**src/rtl/control_sequencer_if.sv**
```systemverilog
// Datapath control bus between the sequencer and the 32-bit bus datapath:
// IR and memory-ready come back from the datapath, register/bus/ALU controls go out.
interface control_sequencer_if;
    logic [31:0] ir;
    logic        mem_ready;
    logic        PCout, IncPC, PCin, MARin, MDRin, MDRout, IRin;
    logic        Yin, Zin, Zhi_out, Zlo_out, HIin, LOin, Read;
    logic [4:0]  opcode;
    logic [15:0] Rin;
    logic [15:0] Rout;

    modport master (
        input  ir, mem_ready,
        output PCout, IncPC, PCin, MARin, MDRin, MDRout, IRin,
               Yin, Zin, Zhi_out, Zlo_out, HIin, LOin, Read,
               opcode, Rin, Rout
    );

    modport slave (
        output ir, mem_ready,
        input  PCout, IncPC, PCin, MARin, MDRin, MDRout, IRin,
               Yin, Zin, Zhi_out, Zlo_out, HIin, LOin, Read,
               opcode, Rin, Rout
    );
endinterface

```
**src/rtl/control_sequencer.sv**
```systemverilog
// Hardwired Moore fetch/execute sequencer for the bus-based datapath.
// Controls are decoded from the T-state and the IR fields only.
//
// state  | meaning
// IDLE   | stopped between instructions, waits for run
// T0     | PC -> MAR, Z <- PC + 1
// T1     | PC <- Z, memory read into MDR (held until mem_ready)
// T2     | MDR -> IR
// T3     | decode; first operand -> Y (or halt / illegal)
// T4     | second operand through ALU into Z
// T5     | Z low -> Rd (ALU class, retire) or LO (mul/div)
// T6     | Z high -> HI, retire (mul/div only)
// HALT   | halted until clear
module control_sequencer #(
    parameter int         CNT_W   = 16,
    parameter logic [4:0] OP_HALT = 5'b11011,
    parameter logic [4:0] OP_MUL  = 5'b01110,
    parameter logic [4:0] OP_DIV  = 5'b01111
) (
    input  logic                 clock,
    input  logic                 clear,
    input  logic                 run,
    control_sequencer_if.master  bus,
    output logic                 halted,
    output logic                 illegal,
    output logic [CNT_W-1:0]     instr_count
);

    typedef enum logic [3:0] {
        S_IDLE, S_T0, S_T1, S_T2, S_T3, S_T4, S_T5, S_T6, S_HALT
    } state_t;

    state_t     state, state_next;
    logic       retire;
    logic [4:0] op;
    logic [3:0] ra, rb, rc;
    logic       alu_class, md_class;
    logic       unused_ir;

    assign op        = bus.ir[31:27];
    assign ra        = bus.ir[26:23];
    assign rb        = bus.ir[22:19];
    assign rc        = bus.ir[18:15];
    assign unused_ir = ^bus.ir[14:0];

    assign alu_class = (op <= 5'b01011) && (op != OP_HALT);
    assign md_class  = !alu_class && (op != OP_HALT) &&
                       ((op == OP_MUL) || (op == OP_DIV));

    function automatic logic [15:0] onehot(input logic [3:0] idx);
        return 16'h0001 << idx;
    endfunction

    always_ff @(posedge clock or negedge clear) begin
        if (!clear) begin
            state <= S_IDLE;
        end else begin
            state <= state_next;
        end
    end

    always_ff @(posedge clock or negedge clear) begin
        if (!clear) begin
            instr_count <= '0;
        end else if (retire) begin
            instr_count <= instr_count + CNT_W'(1);
        end
    end

    always_comb begin
        state_next  = state;
        retire      = 1'b0;
        halted      = 1'b0;
        illegal     = 1'b0;
        bus.PCout   = 1'b0;
        bus.IncPC   = 1'b0;
        bus.PCin    = 1'b0;
        bus.MARin   = 1'b0;
        bus.MDRin   = 1'b0;
        bus.MDRout  = 1'b0;
        bus.IRin    = 1'b0;
        bus.Yin     = 1'b0;
        bus.Zin     = 1'b0;
        bus.Zhi_out = 1'b0;
        bus.Zlo_out = 1'b0;
        bus.HIin    = 1'b0;
        bus.LOin    = 1'b0;
        bus.Read    = 1'b0;
        bus.opcode  = 5'b0;
        bus.Rin     = 16'h0000;
        bus.Rout    = 16'h0000;

        case (state)
            S_IDLE: begin
                if (run) state_next = S_T0;
            end
            S_T0: begin
                bus.PCout  = 1'b1;
                bus.IncPC  = 1'b1;
                bus.MARin  = 1'b1;
                bus.Zin    = 1'b1;
                state_next = S_T1;
            end
            S_T1: begin
                // Rewriting PC from an unchanged Z while stalled is harmless.
                bus.Zlo_out = 1'b1;
                bus.PCin    = 1'b1;
                bus.Read    = 1'b1;
                bus.MDRin   = 1'b1;
                if (bus.mem_ready) state_next = S_T2;
            end
            S_T2: begin
                bus.MDRout = 1'b1;
                bus.IRin   = 1'b1;
                state_next = S_T3;
            end
            S_T3: begin
                if (op == OP_HALT) begin
                    state_next = S_HALT;
                end else if (alu_class) begin
                    bus.Rout   = onehot(rb);
                    bus.Yin    = 1'b1;
                    state_next = S_T4;
                end else if (md_class) begin
                    bus.Rout   = onehot(ra);
                    bus.Yin    = 1'b1;
                    state_next = S_T4;
                end else begin
                    illegal    = 1'b1;
                    state_next = run ? S_T0 : S_IDLE;
                end
            end
            S_T4: begin
                bus.Zin    = 1'b1;
                bus.opcode = op;
                bus.Rout   = md_class ? onehot(rb) : onehot(rc);
                state_next = S_T5;
            end
            S_T5: begin
                bus.Zlo_out = 1'b1;
                if (md_class) begin
                    bus.LOin   = 1'b1;
                    state_next = S_T6;
                end else begin
                    bus.Rin    = onehot(ra);
                    retire     = 1'b1;
                    state_next = run ? S_T0 : S_IDLE;
                end
            end
            S_T6: begin
                bus.Zhi_out = 1'b1;
                bus.HIin    = 1'b1;
                retire      = 1'b1;
                state_next  = run ? S_T0 : S_IDLE;
            end
            S_HALT: begin
                halted = 1'b1;
            end
            default: begin
                state_next = S_IDLE;
            end
        endcase
    end

endmodule

```
**src/flat_wrapper.sv**
```systemverilog
// flat-port wrapper written by rule: the top's interface ports become plain ports
module control_sequencer_flat 
#(
    parameter int         CNT_W   = 16,
    parameter logic [4:0] OP_HALT = 5'b11011,
    parameter logic [4:0] OP_MUL  = 5'b01110,
    parameter logic [4:0] OP_DIV  = 5'b01111
)
  (clock, clear, run, halted, illegal, instr_count, bus_ir, bus_mem_ready, bus_PCout, bus_IncPC, bus_PCin, bus_MARin, bus_MDRin, bus_MDRout, bus_IRin, bus_Yin, bus_Zin, bus_Zhi_out, bus_Zlo_out, bus_HIin, bus_LOin, bus_Read, bus_opcode, bus_Rin, bus_Rout);
  control_sequencer_if bus_i ();
  input  logic clock;
  input  logic clear;
  input  logic run;
  output logic halted;
  output logic illegal;
  output logic [CNT_W-1:0] instr_count;
  input wire logic [$bits(bus_i.ir)-1:0] bus_ir;
  input wire logic [$bits(bus_i.mem_ready)-1:0] bus_mem_ready;
  output wire logic [$bits(bus_i.PCout)-1:0] bus_PCout;
  output wire logic [$bits(bus_i.IncPC)-1:0] bus_IncPC;
  output wire logic [$bits(bus_i.PCin)-1:0] bus_PCin;
  output wire logic [$bits(bus_i.MARin)-1:0] bus_MARin;
  output wire logic [$bits(bus_i.MDRin)-1:0] bus_MDRin;
  output wire logic [$bits(bus_i.MDRout)-1:0] bus_MDRout;
  output wire logic [$bits(bus_i.IRin)-1:0] bus_IRin;
  output wire logic [$bits(bus_i.Yin)-1:0] bus_Yin;
  output wire logic [$bits(bus_i.Zin)-1:0] bus_Zin;
  output wire logic [$bits(bus_i.Zhi_out)-1:0] bus_Zhi_out;
  output wire logic [$bits(bus_i.Zlo_out)-1:0] bus_Zlo_out;
  output wire logic [$bits(bus_i.HIin)-1:0] bus_HIin;
  output wire logic [$bits(bus_i.LOin)-1:0] bus_LOin;
  output wire logic [$bits(bus_i.Read)-1:0] bus_Read;
  output wire logic [$bits(bus_i.opcode)-1:0] bus_opcode;
  output wire logic [$bits(bus_i.Rin)-1:0] bus_Rin;
  output wire logic [$bits(bus_i.Rout)-1:0] bus_Rout;
  assign bus_i.ir = bus_ir;
  assign bus_i.mem_ready = bus_mem_ready;
  assign bus_PCout = bus_i.PCout;
  assign bus_IncPC = bus_i.IncPC;
  assign bus_PCin = bus_i.PCin;
  assign bus_MARin = bus_i.MARin;
  assign bus_MDRin = bus_i.MDRin;
  assign bus_MDRout = bus_i.MDRout;
  assign bus_IRin = bus_i.IRin;
  assign bus_Yin = bus_i.Yin;
  assign bus_Zin = bus_i.Zin;
  assign bus_Zhi_out = bus_i.Zhi_out;
  assign bus_Zlo_out = bus_i.Zlo_out;
  assign bus_HIin = bus_i.HIin;
  assign bus_LOin = bus_i.LOin;
  assign bus_Read = bus_i.Read;
  assign bus_opcode = bus_i.opcode;
  assign bus_Rin = bus_i.Rin;
  assign bus_Rout = bus_i.Rout;
  control_sequencer #(.CNT_W(CNT_W), .OP_HALT(OP_HALT), .OP_MUL(OP_MUL), .OP_DIV(OP_DIV)) u_core (.clock(clock), .clear(clear), .run(run), .bus(bus_i), .halted(halted), .illegal(illegal), .instr_count(instr_count));
endmodule
```
**config.mk**
```make
export PLATFORM = sky130hd
export DESIGN_NAME = control_sequencer_flat
export DESIGN_NICKNAME = d
export VERILOG_FILES = /design/src/rtl/control_sequencer_if.sv /design/src/rtl/control_sequencer.sv /design/src/flat_wrapper.sv
export SDC_FILE = /design/constraint.sdc
export NUM_CORES = 1
export LEC_CHECK = 0
export CAP_MARGIN = 20
export CORE_AREA = 2 2 83 105
export CTS_CLUSTER_DIAMETER = 50
export DETAILED_ROUTE_END_ITERATION = 16
export DIE_AREA = 0 0 85 107
export DONT_BUFFER_PORTS = 1
export GPL_TIMING_DRIVEN = 0
export PLACE_DENSITY = 0.48
export SYNTH_ARGS = -nofsm -noshare
export SYNTH_HDL_FRONTEND = slang
export SYNTH_SLANG_ARGS = --single-unit
```
**constraint.sdc**
```tcl
create_clock -name clock -period 3.5 [get_ports clock]
set_input_delay 0.35 -clock clock [delete_from_list [all_inputs] [get_ports clock]]
set_output_delay 0.35 -clock clock [all_outputs]
set_load 0.02 [all_outputs]
```
Word level (Yosys, flattened, before mapping)
Cells that the tools add are included.
{ "word_totals": {"wordCells": 64, "output_inout_bits": 69, "register_bits": 20, "input_bits": 36} }
{ "op_classes": {"bitwise_logic": 1, "n_eq_ne": 14, "shift": 3, "n_reduce_logical": 9, "muxes": 33, "n_addsub": 1, "order_cmp": 1} }
{ "op_table": {"columns": ["cell", "n"], "rows": [
  ["$mux W16", 6],
  ["$shl A1 B4 Y16 const A", 3],
  ["$pmux W4 S9", 1],
  ["$pmux W16 S2", 1],
  ["$mux W4", 6],
  ["$mux W1", 17],
  ["$add A16 B1 Y16 const B", 1],
  ["$eq A4 B3 Y1 const B", 4],
  ["$eq A5 B4 Y1 const B", 2],
  ["$eq A4 B2 Y1 const B", 2],
  ["$eq A5 B5 Y1 const B", 1],
  ["$le A5 B4 Y1 const B", 1],
  ["$mux W5", 1],
  ["$ne A5 B5 Y1 const B", 1],
  ["$eq A4 B1 Y1 const B", 1],
  ["$eq A4 B4 Y1 const B", 1],
  ["$logic_not A4 Y1", 1],
  ["$ne A2 B2 Y1 const B", 2],
  ["$reduce_or A2 Y1", 2],
  ["$logic_and A1 B1 Y1", 3],
  ["$reduce_and A3 Y1", 1],
  ["$pmux W1 S2", 1],
  ["$logic_not A1 Y1", 1],
  ["$logic_or A1 B1 Y1", 1],
  ["$not A1 Y1", 1]
]} }

Depth between registers and ports, before layout
Gate-level depths: netlist of the first run.
{ "logic_depth": {"word_depth": 9, "depth_mapped": 7, "depth_no_buf": 6} }

Worst setup path before layout of the first run
OpenSTA, ideal clock, no wires.
{ "synth_path": {"kind": "register to output", "from": "reg u_core.state[0]", "to": "out bus_PCin", "stages_incl_launch_ff": 5, "arrival_time_ps": 1602, "slack_ps": 1548, "n_path_buf": 2, "required_ps": 3150, "path_cell_list": "dfrtp_1 buf_2 nand2b_1 nor3_1 buf_4"} }
{ "synth_via": {"elab_chain_cells": 2} }
{ "synth_lines": {"columns": ["element", "line", "text"], "rows": [
  ["from (decl)", "control_sequencer.sv:33", "state_t state, state_next;"],
  ["from (signal assigned)", "control_sequencer.sv:58", "state <= state_next;"],
  ["$eq A4 B2 Y1", null, null],
  ["$mux W1", null, null],
  ["to (decl)", "flat_wrapper.sv:21", "output wire logic [$bits(bus_i.PCin)-1:0] bus_PCin;"]
]} }
No other way between the ends.

Worst setup path after layout of the first run
{ "layout_path": {"from": "reg u_core.state[0]", "to": "out bus_Rout[14]"} }
{ "layout_via": {"elab_chain_cells": 2, "word_cells_on_any_way": 3, "cone_classes": "2 x eq/ne; 1 x mux"} }
{ "layout_lines": {"columns": ["element", "line", "text"], "rows": [
  ["$eq A4 B3 Y1", "control_sequencer.sv:93", "case (state)"],
  ["$pmux W16 S2 (*)", "control_sequencer.sv:93", null],
  ["to (decl)", "flat_wrapper.sv:35", "output wire logic [$bits(bus_i.Rout)-1:0] bus_Rout;"]
]} }
Mark *: on every way between the ends. The rest lies on a longest branch, timed or not.

==> flow_summary.yaml, run 1 <==
run_status:
  outcome: "finished clean"
die:
  die_w_um: 85
  fp-row-count: 37
  initial_core_util_pct: 24.6
  core_um2: 8100
  die_h_um: 107
  die_area_um2: 9100
  ios: 105
placement:
  placed_cell_area_um2: 2120
  gp_congestion: 0.901
  portBuffers: 0
  dp_cells: 357
  dpl.hpwl_um: 5220
  dp_slack_ns: 1.22
detailed_routing:
  post_drt_wl_per_cell_um: 18.3
  wl_um: 6630
  antenna_left: 0
  dr_total_vias: 2064
  wirelength_met1_um: 2660
  firstDrtPassIters: 4
  vias_per_cell: 5.69
  dr_wl_met3_um: 578
  drtIter0Drc: 71
  route.detailed.drc: 0
  routed-wl-met2_um: 3310
  routed.top_layer: "met4"
synthesis:
  synth_seq_cells: 20
  avgSynthCellArea_um2: 7.68
  synth_area_um2: 2000
  yosys.area.top_type: "dfrtp_1"
  async_reset_ff_share_pct: 100
  synth-edff-count: 0
  ys_seq_area_share_pct: 25.1
  syn_nets: 297
  synth-main-ff-cell: "dfrtp_1"
  netlist_instances: 260
  synth_warnings: 0
  synth_area_leaders: "dfrtp_1, nor3_1, xnor2_1"
  netlist-cell-type-count: 53
  synth_top_cell_area_share_pct: 25.1
worst_setup_path:
  cp-startpoint: "u_core.state[0]$_DFFE_PN0P_"
  r2r-start: "u_core.state[0]$_DFFE_PN0P_"
  endpoint: "bus_Rout[14]"
  cp_max_fo: 10
  critPathRequiredTime_ns: 3.15
  timing.rr.end: "u_core.state[3]$_DFFE_PN0P_"
  crit_arrival_ns: 2.21
  worst_r2r_path_depth: 4
  r2r_slack_ns: 1.63
  start_kind: "flop"
  worstSetupEndpointType: "output port"
  path_class: "reg -> out"
clock_tree:
  h-tree-depth: 1
  post_cts_buffers: 0
  cts_hold_buf: 1
  root_buffer: "clkbuf_8"
  clock_sinks: 20
  clk_latency_ns: 0.26
  cts_buffer_depth: 2
  clkTransAtPathRegs_ns: 0.08
  cts_tree: "built"
  cts_resized: 0
  cts_buffers: 3
sta:
  setup_slack_ns: 0.938
  hold_violations: 0
  fin_skew_ns: 0.00526
  fin_hold_ws_ns: 0.253
  drv_slew: 0
  rsz0062_at_grt: "no"
  worst_pin_slew_ns: 1.13
  final.setup.tns_ns: 0
  setup_viol: 0
  fmax_mhz: 390
  fin_crit_sh_pct: 73.2
  fin_crit_ns: 2.56
  relSlewSlack_pct: 23.3
grt:
  antenna_found_initial: 0
  grt_pass1_vias: 2028
  grt-ovfl-total: 0
  grt_first_pass_wirelength_um: 10400
  track_usage_pct: 14.0
  grt_max_degree: 21
worst_hold_path:
  hold_path_class: "in -> reg"
final_layout:
  drive_above_1_share_pct: 12.8
  layout_common_cells: "nor3_1, nor2_1, dfrtp_1, nand2_1, o22ai_1"
  fin_cells: 363
  final_common_cell: "nor3_1"
  final_nets: 304
  stdcell_area_um2: 2200
  areaGrowthSynthToFinish_pct: 10.3
  antenna_cells: 0
power:
  comb_power_share_pct: 45.7
  p_int_uw: 572
  p_switching_uw: 467
  power.share.clock_pct: 21.9
  p_per_area_nw_per_um2: 471
  p_seq_share_pct: 32.4
  swShare_pct: 45.0
  power.leakage_nw: 0.794
  ir_worst_vdd_mv: 0.241
job:
  cap_violations: 0
==> worst max-delay path, stage by stage, from the launching register on <==
cell      delay [ns]
dfrtp_1         0.38
buf_2           0.19
nor3_2          0.30
nand3_2         0.28
clkbuf_1        0.30
o22ai_1         0.50
==> per-stage QoR <==
step                util [%]  total power [mW]
floorplan                  -             0.722
global placement        26.1             0.808
detailed placement      26.1             0.815
CTS                     27.2              1.05
global route            27.2              1.11
finish                  27.2              1.04
==> synthesized netlist by cell type, types with 2 or more instances <==
cell,number
a21o_1,2
a21oi_1,8
a22oi_1,4
a31oi_1,12
a32oi_1,4
a41oi_1,4
and2_1,8
and3_1,5
buf_2,5
buf_4,8
buf_6,2
clkbuf_1,7
dfrtp_1,20
inv_1,4
nand2_1,15
nand2b_1,10
nand3_1,8
nand4_1,5
nor2_1,21
nor2b_1,6
nor3_1,30
nor3_2,2
nor4_1,10
nor4b_1,2
o21ai_0,2
o21ai_1,2
o22ai_1,14
or2_2,2
xnor2_1,11
xor2_1,4
==> flip-flops by register name, summed over array words and instances (netlist names) <==
| register | cells |
|---|---|
| u_core.instr_count | 16 |
| u_core.state | 4 |
==> logic make-up after synthesis <==
group	Yosys count	synth area share (%)
AOI/OAI and AO/OA	58	19.7
xor gates and xnor gates	15	6.58
DFF	20	25.1
and+or+nand+nor	137	39.3
buffers and inverters	27	7.64
adders and majority gates	1	0.626
muxes	2	1.07
==> layer usage <==
metal / vias to the layer above / global-route usage, %
li1: 981 / -
met1: 989 / 16.0
met2: 88 / 25.3
met3: 6 / 4.00
met4: 0 / 3.74
met5: - / 0
==> power by group through the flow <==
stage | combinational (mW) | clock, mW | sequential (mW)
6_report | 0.475 | 0.227 | 0.336
2_1_floorplan | 0.393 | 0 | 0.329
3_3_place_gp | 0.468 | 0 | 0.341
3_5_place_dp | 0.474 | 0 | 0.341
4_1_cts | 0.481 | 0.236 | 0.336
5_1_grt | 0.516 | 0.246 | 0.346
==> final cells by class <==
cell class	instances	area, um2
Timing Repair Buffer	2	13.8
Clock buffer	3	41.3
Clock inverter	1	30.0
Tap cell	97	121
Sequential cell	20	500
Buffer	22	134
Inverter	5	18.8
Multi-Input combinational cell	213	1340
Fill cell	891	5900
==> worst min-delay path by stage <==
| stage | cells after the start | to | startpoint | slack [ns] |
|---|---|---|---|---|
| after floorplan | 0 | u_core.instr_count[0]$_DFFE_PN0P_ | clear | 0.05 |
| after global placement | 0 | u_core.instr_count[5]$_DFFE_PN0P_ | clear | 0.05 |
| after detailed placement | 0 | u_core.instr_count[5]$_DFFE_PN0P_ | clear | 0.05 |
| after CTS | 2 | u_core.state[0]$_DFFE_PN0P_ | run | 0.24 |
| after global routing | 2 | u_core.state[0]$_DFFE_PN0P_ | run | 0.24 |
| final | 2 | u_core.state[0]$_DFFE_PN0P_ | run | 0.25 |
(Power assumes the default switching activity.)
==> run 2, diff against run 1 <==
clock period = 2.6 ns   (was 3.5 ns; I/O delays follow)
==> run 2 against run 1 <==
Sequential power increased by 35%; global-route usage is the same; register-to-register slack got worse by 0.90 ns; non-clock buffer count stayed put; clock-buffer cell count stayed put; critical endpoint is now bus_Rout[10]; sequential cell count did not move; clock power increased by 35%; critical path type unchanged; routed wire length is 0.21% lower; setup slack lost 0.80 ns.
==> flow_summary.yaml, run 2 (same netlist as run 1, synthesis figures left out) <==
die:
  die_h_um: 107
  initial_core_util_pct: 24.6
  core_um2: 8100
  fp-row-count: 37
  die_w_um: 85
  die_area_um2: 9100
  ios: 105
final_layout:
  fin_cells: 363
  final_nets: 304
  regMostFlops: "u_core.instr_count"
  final_common_cell: "nor3_1"
  areaGrowthSynthToFinish_pct: 11.3
  stdcell_area_um2: 2220
  regArea_um2: 500
  antenna_cells: 0
  layout_common_cells: "nor3_1, nor2_1, dfrtp_1, nand2_1, a31oi_1"
  reg.largest.list: "u_core.instr_count x16, u_core.state x4"
  finish.utilization_pct: 27.4
  filler_cell_count: 889
  largest_register_ffs: 16
  multi_input_area_um2: 1360
  drive_above_1_share_pct: 13.9
clock_tree:
  clock_sinks: 20
  post_cts_buffers: 0
  cts_buffers: 3
  root_buffer: "clkbuf_8"
  cts_tree: "built"
  clk_latency_ns: 0.25
  cts_buffer_depth: 2
  clkTransAtPathRegs_ns: 0.08
  h-tree-depth: 1
worst_setup_path:
  critPathRequiredTime_ns: 2.34
  start_kind: "flop"
  crit_slowest_cell: "o22ai_1"
  path_buf_inv: 2
  crit_family: "simple AND/OR/NAND/NOR gates"
  cp_max_fo: 10
  worstSetupEndpointType: "output port"
  path_class: "reg -> out"
  path_cells: "buf_2, nor3_2, nand3_2, clkbuf_1, o22ai_1"
  cp_slowest_stage_delay_ns: 0.48
  crit_arrival_ns: 2.20
worst_hold_path:
  hold_path_class: "in -> reg"
detailed_routing:
  firstDrtPassIters: 4
  vias_per_cell: 5.65
  antenna_left: 0
  drtIter0Drc: 69
  wl_um: 6610
  dr_total_vias: 2052
  post_drt_wl_per_cell_um: 18.2
  route.detailed.drc: 0
placement:
  dp_cells: 357
  gp_congestion: 0.901
  portBuffers: 0
  dpl.hpwl_um: 5220
  placed_cell_area_um2: 2120
sta:
  drv_slew: 0
  fin_crit_sh_pct: 94.8
  worst_pin_slew_ns: 1.13
  relSlewSlack_pct: 23.3
  rsz0062_at_grt: "no"
  hold_violations: 0
  setup_viol: 0
  final.setup.tns_ns: 0
  fin_crit_ns: 2.46
  fin_skew_ns: 0.00522
  fmax_mhz: 406
  fin_hold_ws_ns: 0.163
power:
  ir_worst_vdd_mv: 0.324
  power.leakage_nw: 0.796
  p_per_area_nw_per_um2: 631
grt:
  grt-ovfl-total: 0
  grt_pass1_vias: 2028
  antenna_found_initial: 0
  grt_max_degree: 21
  track_usage_pct: 14.0
  grt_first_pass_wirelength_um: 10400
run_status:
  outcome: "finished clean"
job:
  cap_violations: 0
run 2: cell counts in the layout (fill, tap and decap cells not counted):
Identical to the previous run, type by type.
run 2: final timing paths:
kind / cells past startpoint / startpoint / slack (ns) / to
setup / recovery: 5 / u_core.state[0]$_DFFE_PN0P_ / 0.14 / bus_Rout[10]
hold / removal: 2 / run / 0.16 / u_core.state[0]$_DFFE_PN0P_
setup reg to reg: 4 / u_core.state[0]$_DFFE_PN0P_ / 0.73 / u_core.state[3]$_DFFE_PN0P_
hold reg to reg: 2 / u_core.state[3]$_DFFE_PN0P_ / 0.58 / u_core.state[1]$_DFFE_PN0P_
max in group asynchronous: 1 / clear / 1.48 / u_core.instr_count[0]$_DFFE_PN0P_
min in group asynchronous: 1 / clear / 0.57 / u_core.instr_count[5]$_DFFE_PN0P_
run 2: per-stage QoR:
stage	power [mW]	setup WS [ns]
after floorplan	0.971	0.738
after global placement	1.09	0.452
after detailed placement	1.10	0.413
after CTS	1.42	0.131
after global routing	1.50	0.0116
final	1.40	0.135
run 2: cell type report:
cell class                      instances  share of cell area (%)
Buffer                                 22                    6.02
Clock buffer                            3                    1.86
Clock inverter                          1                    1.35
Inverter                                5                   0.845
Multi-Input combinational cell        213                    61.3
Sequential cell                        20                    22.5
Tap cell                               97                    5.46
Timing Repair Buffer                    2                   0.619
run 2: per-layer routing:
layer	GRT usage [%]	part of all wire (%)	up-vias
li1	-	-	985
met1	16.0	39	964
met2	25.3	50	97
met3	4.00	9.7	6
met4	3.74	1.2	0
met5	0	0	-
run 2: report_power, final:
group / leakage [nW] / switching, mW / internal (mW)
Sequential: 0.269 / 0.0929 / 0.360
Clock: 0.0357 / 0.100 / 0.205
Combinational: 0.491 / 0.437 / 0.206
run 2: what timing repair did:
action / 4_1_cts / 5_1_grt
resized for setup: 0 / 3
hold buffers: 1 / 0
setup endpoints to repair: 0 / 2
hold endpoints to repair: 20 / 0
